**config.mk**
```make
export PLATFORM = sky130hd
export DESIGN_NAME = multicycle_control_unit_flat
export DESIGN_NICKNAME = d
export VERILOG_FILES = /design/src/rtl/multicycle_control_unit_if.sv /design/src/rtl/multicycle_control_unit.sv /design/src/flat_wrapper.sv
export SDC_FILE = /design/constraint.sdc
export NUM_CORES = 1
export LEC_CHECK = 0
export CAP_MARGIN = 5
export CORE_MARGIN = 10
export CORE_UTILIZATION = 55
export DETAILED_ROUTE_END_ITERATION = 7
export DONT_BUFFER_PORTS = 1
export GPL_TIMING_DRIVEN = 0
export PLACE_DENSITY = 0.82
export SKIP_LAST_GASP = 1
export SLEW_MARGIN = 20
export SYNTH_ARGS = -nofsm -noshare
export SYNTH_HDL_FRONTEND = slang
export SYNTH_SLANG_ARGS = --single-unit
```
**constraint.sdc**
```tcl
create_clock -name clk -period 2.32 [get_ports clk]
set_clock_uncertainty 0.15 [all_clocks]
set_input_delay 0.58 -clock clk [delete_from_list [all_inputs] [get_ports clk]]
set_output_delay 0.58 -clock clk [all_outputs]
set_load 0.05 [all_outputs]
```
**src/rtl/multicycle_control_unit_if.sv**
```systemverilog
// Control bundle between the multi-cycle control FSM and the CPU datapath.
// master = control unit side, slave = datapath side.
interface multicycle_control_unit_if;
    logic [5:0]  op;
    logic        zero;
    logic [2:0]  state;
    logic        PCWre;
    logic [1:0]  PCSrc;
    logic        IRWre;
    logic        InsMemRW;
    logic        RegWre;
    logic [1:0]  RegDst;
    logic        ExtSel;
    logic        ALUSrcB;
    logic [2:0]  ALUOp;
    logic        mRD;
    logic        mWR;
    logic        DBDataSrc;
    logic [15:0] retired;
    logic        halted;

    modport master (
        input  op, zero,
        output state, PCWre, PCSrc, IRWre, InsMemRW, RegWre, RegDst, ExtSel,
               ALUSrcB, ALUOp, mRD, mWR, DBDataSrc, retired, halted
    );

    modport slave (
        output op, zero,
        input  state, PCWre, PCSrc, IRWre, InsMemRW, RegWre, RegDst, ExtSel,
               ALUSrcB, ALUOp, mRD, mWR, DBDataSrc, retired, halted
    );
endinterface

```
**src/rtl/multicycle_control_unit.sv**
```systemverilog
// Multi-cycle CPU control FSM: sequences IF/ID/EXE/MEM/WB and decodes datapath
// controls from the registered state and the current opcode.
//
// state  | meaning
// -------+-----------------------------------------------
// IF     | fetch: read instruction memory, load IR
// ID     | decode; j / unknown opcodes complete here
// EXE_A  | ALU op (R-type, addi, ori)
// WB_A   | write ALU result to register file
// EXE_B  | beq compare, PC update from zero flag
// EXE_C  | lw/sw address calculation
// MEM    | data memory access; sw completes here
// WB_C   | write loaded data to register file
// HALT   | parked until reset (reported as 001)
module multicycle_control_unit (
    input  logic                             clk,
    input  logic                             rst_n,
    multicycle_control_unit_if.master        bus
);

    typedef enum logic [3:0] {
        S_IF    = 4'd0,
        S_ID    = 4'd1,
        S_EXE_C = 4'd2,
        S_MEM   = 4'd3,
        S_WB_C  = 4'd4,
        S_EXE_B = 4'd5,
        S_EXE_A = 4'd6,
        S_WB_A  = 4'd7,
        S_HALT  = 4'd8
    } state_t;

    localparam logic [5:0] OP_ADD  = 6'b000000;
    localparam logic [5:0] OP_SUB  = 6'b000001;
    localparam logic [5:0] OP_ADDI = 6'b000010;
    localparam logic [5:0] OP_OR   = 6'b010000;
    localparam logic [5:0] OP_AND  = 6'b010001;
    localparam logic [5:0] OP_ORI  = 6'b010010;
    localparam logic [5:0] OP_SLL  = 6'b011000;
    localparam logic [5:0] OP_SLT  = 6'b100110;
    localparam logic [5:0] OP_SW   = 6'b110000;
    localparam logic [5:0] OP_LW   = 6'b110001;
    localparam logic [5:0] OP_BEQ  = 6'b110100;
    localparam logic [5:0] OP_J    = 6'b111000;
    localparam logic [5:0] OP_HALT = 6'b111111;

    state_t      state_q;
    logic [15:0] retired_cnt;
    logic        is_r, is_i, is_lw, is_sw, is_beq, is_j, is_halt;
    logic [2:0]  alu_code;
    logic        pcwre;

    always_comb begin
        is_r     = 1'b0;
        is_i     = 1'b0;
        is_lw    = 1'b0;
        is_sw    = 1'b0;
        is_beq   = 1'b0;
        is_j     = 1'b0;
        is_halt  = 1'b0;
        alu_code = 3'b000;
        case (bus.op)
            OP_ADD:  begin is_r = 1'b1; alu_code = 3'b000; end
            OP_SUB:  begin is_r = 1'b1; alu_code = 3'b001; end
            OP_ADDI: begin is_i = 1'b1; alu_code = 3'b000; end
            OP_OR:   begin is_r = 1'b1; alu_code = 3'b011; end
            OP_AND:  begin is_r = 1'b1; alu_code = 3'b100; end
            OP_ORI:  begin is_i = 1'b1; alu_code = 3'b011; end
            OP_SLL:  begin is_r = 1'b1; alu_code = 3'b010; end
            OP_SLT:  begin is_r = 1'b1; alu_code = 3'b101; end
            OP_SW:   begin is_sw = 1'b1; alu_code = 3'b000; end
            OP_LW:   begin is_lw = 1'b1; alu_code = 3'b000; end
            OP_BEQ:  begin is_beq = 1'b1; alu_code = 3'b001; end
            OP_J:    is_j = 1'b1;
            OP_HALT: is_halt = 1'b1;
            default: ;
        endcase
    end

    always_ff @(posedge clk or negedge rst_n) begin
        if (!rst_n) begin
            state_q <= S_IF;
        end else begin
            case (state_q)
                S_IF:    state_q <= S_ID;
                S_ID: begin
                    if (is_halt)              state_q <= S_HALT;
                    else if (is_beq)          state_q <= S_EXE_B;
                    else if (is_lw || is_sw)  state_q <= S_EXE_C;
                    else if (is_r || is_i)    state_q <= S_EXE_A;
                    else                      state_q <= S_IF;
                end
                S_EXE_A: state_q <= S_WB_A;
                S_WB_A:  state_q <= S_IF;
                S_EXE_B: state_q <= S_IF;
                S_EXE_C: state_q <= S_MEM;
                S_MEM:   state_q <= is_lw ? S_WB_C : S_IF;
                S_WB_C:  state_q <= S_IF;
                S_HALT:  state_q <= S_HALT;
                default: state_q <= S_IF;
            endcase
        end
    end

    // Always reloaded so the counter follows its own value every edge.
    always_ff @(posedge clk or negedge rst_n) begin
        if (!rst_n) retired_cnt <= 16'h0000;
        else        retired_cnt <= retired_cnt + {15'd0, pcwre};
    end

    always_comb begin
        pcwre         = 1'b0;
        bus.PCSrc     = 2'b00;
        bus.IRWre     = 1'b0;
        bus.InsMemRW  = 1'b0;
        bus.RegWre    = 1'b0;
        bus.RegDst    = 2'b00;
        bus.ExtSel    = 1'b0;
        bus.ALUSrcB   = 1'b0;
        bus.ALUOp     = 3'b000;
        bus.mRD       = 1'b0;
        bus.mWR       = 1'b0;
        bus.DBDataSrc = 1'b0;
        bus.halted    = 1'b0;

        if (state_q != S_IF && state_q != S_HALT) begin
            bus.ALUSrcB = is_i || is_lw || is_sw;
            bus.ExtSel  = (bus.op == OP_ADDI) || is_lw || is_sw || is_beq;
            bus.ALUOp   = alu_code;
        end

        case (state_q)
            S_IF: begin
                bus.InsMemRW = 1'b1;
                bus.IRWre    = 1'b1;
            end
            S_ID: begin
                if (is_j) begin
                    pcwre     = 1'b1;
                    bus.PCSrc = 2'b10;
                end else if (!(is_halt || is_beq || is_lw || is_sw || is_r || is_i)) begin
                    pcwre = 1'b1;
                end
            end
            S_EXE_B: begin
                pcwre     = 1'b1;
                bus.PCSrc = bus.zero ? 2'b01 : 2'b00;
            end
            S_MEM: begin
                bus.mRD = is_lw;
                bus.mWR = is_sw;
                pcwre   = is_sw;
            end
            S_WB_A: begin
                pcwre      = 1'b1;
                bus.RegWre = 1'b1;
                bus.RegDst = is_r ? 2'b10 : 2'b01;
            end
            S_WB_C: begin
                pcwre         = 1'b1;
                bus.RegWre    = 1'b1;
                bus.RegDst    = 2'b01;
                bus.DBDataSrc = 1'b1;
            end
            S_HALT:  bus.halted = 1'b1;
            default: ;
        endcase
    end

    assign bus.PCWre   = pcwre;
    assign bus.retired = retired_cnt;
    assign bus.state   = (state_q == S_HALT) ? 3'b001 : state_q[2:0];

endmodule

```
**src/flat_wrapper.sv**
```systemverilog
// flat-port wrapper written by rule: the top's interface ports become plain ports
module multicycle_control_unit_flat 
  (clk, rst_n, bus_op, bus_zero, bus_state, bus_PCWre, bus_PCSrc, bus_IRWre, bus_InsMemRW, bus_RegWre, bus_RegDst, bus_ExtSel, bus_ALUSrcB, bus_ALUOp, bus_mRD, bus_mWR, bus_DBDataSrc, bus_retired, bus_halted);
  multicycle_control_unit_if bus_i ();
  input  logic clk;
  input  logic rst_n;
  input wire logic [$bits(bus_i.op)-1:0] bus_op;
  input wire logic [$bits(bus_i.zero)-1:0] bus_zero;
  output wire logic [$bits(bus_i.state)-1:0] bus_state;
  output wire logic [$bits(bus_i.PCWre)-1:0] bus_PCWre;
  output wire logic [$bits(bus_i.PCSrc)-1:0] bus_PCSrc;
  output wire logic [$bits(bus_i.IRWre)-1:0] bus_IRWre;
  output wire logic [$bits(bus_i.InsMemRW)-1:0] bus_InsMemRW;
  output wire logic [$bits(bus_i.RegWre)-1:0] bus_RegWre;
  output wire logic [$bits(bus_i.RegDst)-1:0] bus_RegDst;
  output wire logic [$bits(bus_i.ExtSel)-1:0] bus_ExtSel;
  output wire logic [$bits(bus_i.ALUSrcB)-1:0] bus_ALUSrcB;
  output wire logic [$bits(bus_i.ALUOp)-1:0] bus_ALUOp;
  output wire logic [$bits(bus_i.mRD)-1:0] bus_mRD;
  output wire logic [$bits(bus_i.mWR)-1:0] bus_mWR;
  output wire logic [$bits(bus_i.DBDataSrc)-1:0] bus_DBDataSrc;
  output wire logic [$bits(bus_i.retired)-1:0] bus_retired;
  output wire logic [$bits(bus_i.halted)-1:0] bus_halted;
  assign bus_i.op = bus_op;
  assign bus_i.zero = bus_zero;
  assign bus_state = bus_i.state;
  assign bus_PCWre = bus_i.PCWre;
  assign bus_PCSrc = bus_i.PCSrc;
  assign bus_IRWre = bus_i.IRWre;
  assign bus_InsMemRW = bus_i.InsMemRW;
  assign bus_RegWre = bus_i.RegWre;
  assign bus_RegDst = bus_i.RegDst;
  assign bus_ExtSel = bus_i.ExtSel;
  assign bus_ALUSrcB = bus_i.ALUSrcB;
  assign bus_ALUOp = bus_i.ALUOp;
  assign bus_mRD = bus_i.mRD;
  assign bus_mWR = bus_i.mWR;
  assign bus_DBDataSrc = bus_i.DBDataSrc;
  assign bus_retired = bus_i.retired;
  assign bus_halted = bus_i.halted;
  multicycle_control_unit u_core (.clk(clk), .rst_n(rst_n), .bus(bus_i));
endmodule
```
==> metrics <==
Area after DPL 0.001559 sq mm; P_sw 1.169 mW; WL per Instance 21.84 um; CTS H-tree depth 1; synth warn 0; GR Util All Layers 0.1654; r2r startpoint u_core.state_q[0]; crit path launch type input port; n_diodes 0; Port Buf Inserts 0; most common cell in the netlist dfrtp_1; final worst-path cycle share 1.268; worst-skew pair later-pin latency 310 ps; Initial DRC Count 85; Power per Cell Area 1159 mW/mm^2; flops & latches, synth 20; Data required, critical path roughly 2400 ps; Synth cell types 47; clock slew at reported path FFs 120 ps; clk buf depth 2; pin count of the biggest net entering global routing 21; via count ~1300; RD Place Congestion 0.8030; outcome finished with violations; area of the core between 0.002 and 0.0025 sq mm; vias in the first global route roughly 1300; synth top area cells dfrtp_1 (38%), xnor2_1 (5.3%), nor2_1 (5.1%); layout cell share with drive strength beyond 1 0.5000; fillers 95; fin cells around 200; Die X 69.20 um; post-synthesis cell count approximately 150; crit path to u_core.bus.retired[14]; die height 69.20 um; Synth area leader dfrtp_1; asr flop ratio synth 1.000; failing checks negative setup slack; Clk pwr share 0.124; Pre-antenna DRT Iters 4; P&R area growth vs syn 51.60%; Reg2Reg Depth 11; sw frac 0.5000; worst setup margin -620.7 ps; first-pass GRT wire length between 6000 and 7000 um; Max VDD drop 1.255 mV; initial antenna violation count 0; nets@finish 189; Critical path origin bus_op[2]; kind of critical path in2reg; total CTS buffers 3; row count 17; highest clock rate 340.1 MHz; Power Internal 1.170 mW; Ports 45; EDFF count, synth 0; Hold Crit Depth 2; final setup vio count 31; die area 0.004789 sq mm; DRT Wirelength 4456 um; Pleak between 0.8 and 0.9 nW; Data arrival, critical path 3040 ps; final hold violation count 0; DR DRC count 0; RSZ-0062 raised after global routing yes; Final Instance Area 0.002018 sq mm; Slew Limit Fails 0; antenna violation net count after detailed routing 0; top cells by count, synth dfrtp_1 (20), nor2_1 (18), nor3_1 (9); register area share after synthesis 0.3759; Initial Util 0.5905; setup TNS -9771 ps; CTS tree yes; syn avg cell area 9.118 sq um; Rel. slew slack 0.4148; R2R Setup Slk -560 ps; Post-Synthesis Net Count 158; gr ovfl total 0; worst hold path class in2reg; endpoint class of the critical path flop; Via-to-Cell Ratio 6.284; sequential power share 0.321; dpl cells 174; Syn Std Cell Area 0.001331 sq mm; crit-path max FO 10; post-DP HPWL 2523 um; worst flop-to-flop path endpoint u_core.bus.retired[14]; Post-synth top flop dfrtp_1; fin crit period about 2900 ps; Max-cap violations 0; root buf cell clkbuf_4; Worst Tran Pin Value around 870 ps; Sink Count 20; Synth top area share 0.3759; Comb pwr share 0.555
## cell usage in the layout, fill, tap and decap left out, types with 2 or more instances in the layout
cell type  count
buf_4         20
dfrtp_1       17
nor2_1         9
buf_6          8
nand2_1        8
xnor2_1        8
nor3_4         7
xor2_1         6
nor2_4         6
nand4_1        5
nand3_1        4
and2_4         3
nand4b_1       3
nor3_2         3
nor2_2         3
clkbuf_4       3
dfrtp_2        3
nand2b_4       2
buf_12         2
buf_8          2
nand3b_1       2
nor4_1         2
and3_4         2
nand2b_1       2
or2_4          2
a2111oi_4      2
a21oi_1        2
o21a_4         2
clkbuf_1       2
inv_1          2
a21oi_2        2
ha_4           2
## cell type report
cell class / instances / area, sq um / share of cell area
buffer: 10 / 121.4 / 0.06014
clock buffer: 3 / 22.52 / 0.01116
clock inverter: 1 / 30.03 / 0.01488
inverter: 3 / 13.76 / 0.006820
multi-input combinational: 113 / 1071 / 0.5307
sequential: 20 / 504.2 / 0.2498
tap: 28 / 35.03 / 0.01736
timing repair buffer: 26 / 220.2 / 0.1091
## worst min-delay path by stage
stage | start | end | slack, ps
after global routing | bus_op[0] | u_core.state_q[3] | 500
after global placement | rst_n | u_core.bus.retired[6] | 130
after CTS | bus_op[0] | u_core.state_q[3] | 500
final | bus_op[0] | u_core.state_q[3] | 500
after floorplan | rst_n | u_core.bus.retired[0] | 130
after detailed placement | rst_n | u_core.bus.retired[5] | 130
## flip-flops by register name, summed over array words and instances (netlist names)
register / cells
u_core.bus.retired: 16
u_core.state_q: 4
## power by group through the flow
stage | clock network (mW) | logic (mW) | registers [mW]
5_1_grt | 0.312 | 1.37 | 0.762
6_report | 0.290 | 1.30 | 0.750
2_1_floorplan | 0 | 0.684 | 0.723
3_5_place_dp | 0 | 0.769 | 0.757
4_1_cts | 0.288 | 1.14 | 0.752
3_3_place_gp | 0 | 0.746 | 0.752
## per-stage QoR
| stage | hold WS, ps | worst slack [ps] | utilization | power, mW |
|---|---|---|---|---|
| CTS | 497.8 | -488.8 | 0.8430 | 2.184 |
| detailed placement | 134.9 | -862.8 | 0.6915 | 1.525 |
| floorplan | 134.4 | -567.2 | - | 1.407 |
| finish | 503.7 | -620.7 | 0.8951 | 2.339 |
| global route | 503.8 | -700.7 | 0.8951 | 2.447 |
| global placement | 135.0 | -780.8 | 0.6859 | 1.498 |
## timing repair
item,in CTS,in global routing
pin swaps,16,16
hold buffers,1,0
setup buffers,19,8
endpoints found under the hold margin,20,0
resized for setup,36,20
endpoints found under the setup margin,35,33
## per-layer routing
metal / up-vias / track usage / routed length (um)
li1: 583 / - / -
met1: 636 / 0.1958 / 1750
met2: 51 / 0.2742 / 2260
met3: 12 / 0.06990 / 326
met4: 0 / 0.02661 / 119
met5: - / 0 / 0
## worst max-delay path: stages
cell and delay (ps):
buf_4 160, nor2_1 260, nor4b_2 370, and2_4 320, a2111o_2 340, ha_4 210, ha_4 140, nand3_4 60
or2_4 290, nor3_4 130, xor2_1 160
## kinds of logic after synthesis
logic type,after synthesis,synth area share
and+or+nand+nor,77,0.3327
DFF,20,0.3759
AOI/OAI and AO/OA,18,0.1025
xor gates and xnor gates,14,0.09211
buffers and inverters,13,0.06109
adders and majority gates,3,0.02820
muxes,1,0.007519
No activity file was read; power rests on OpenSTA's default activity.
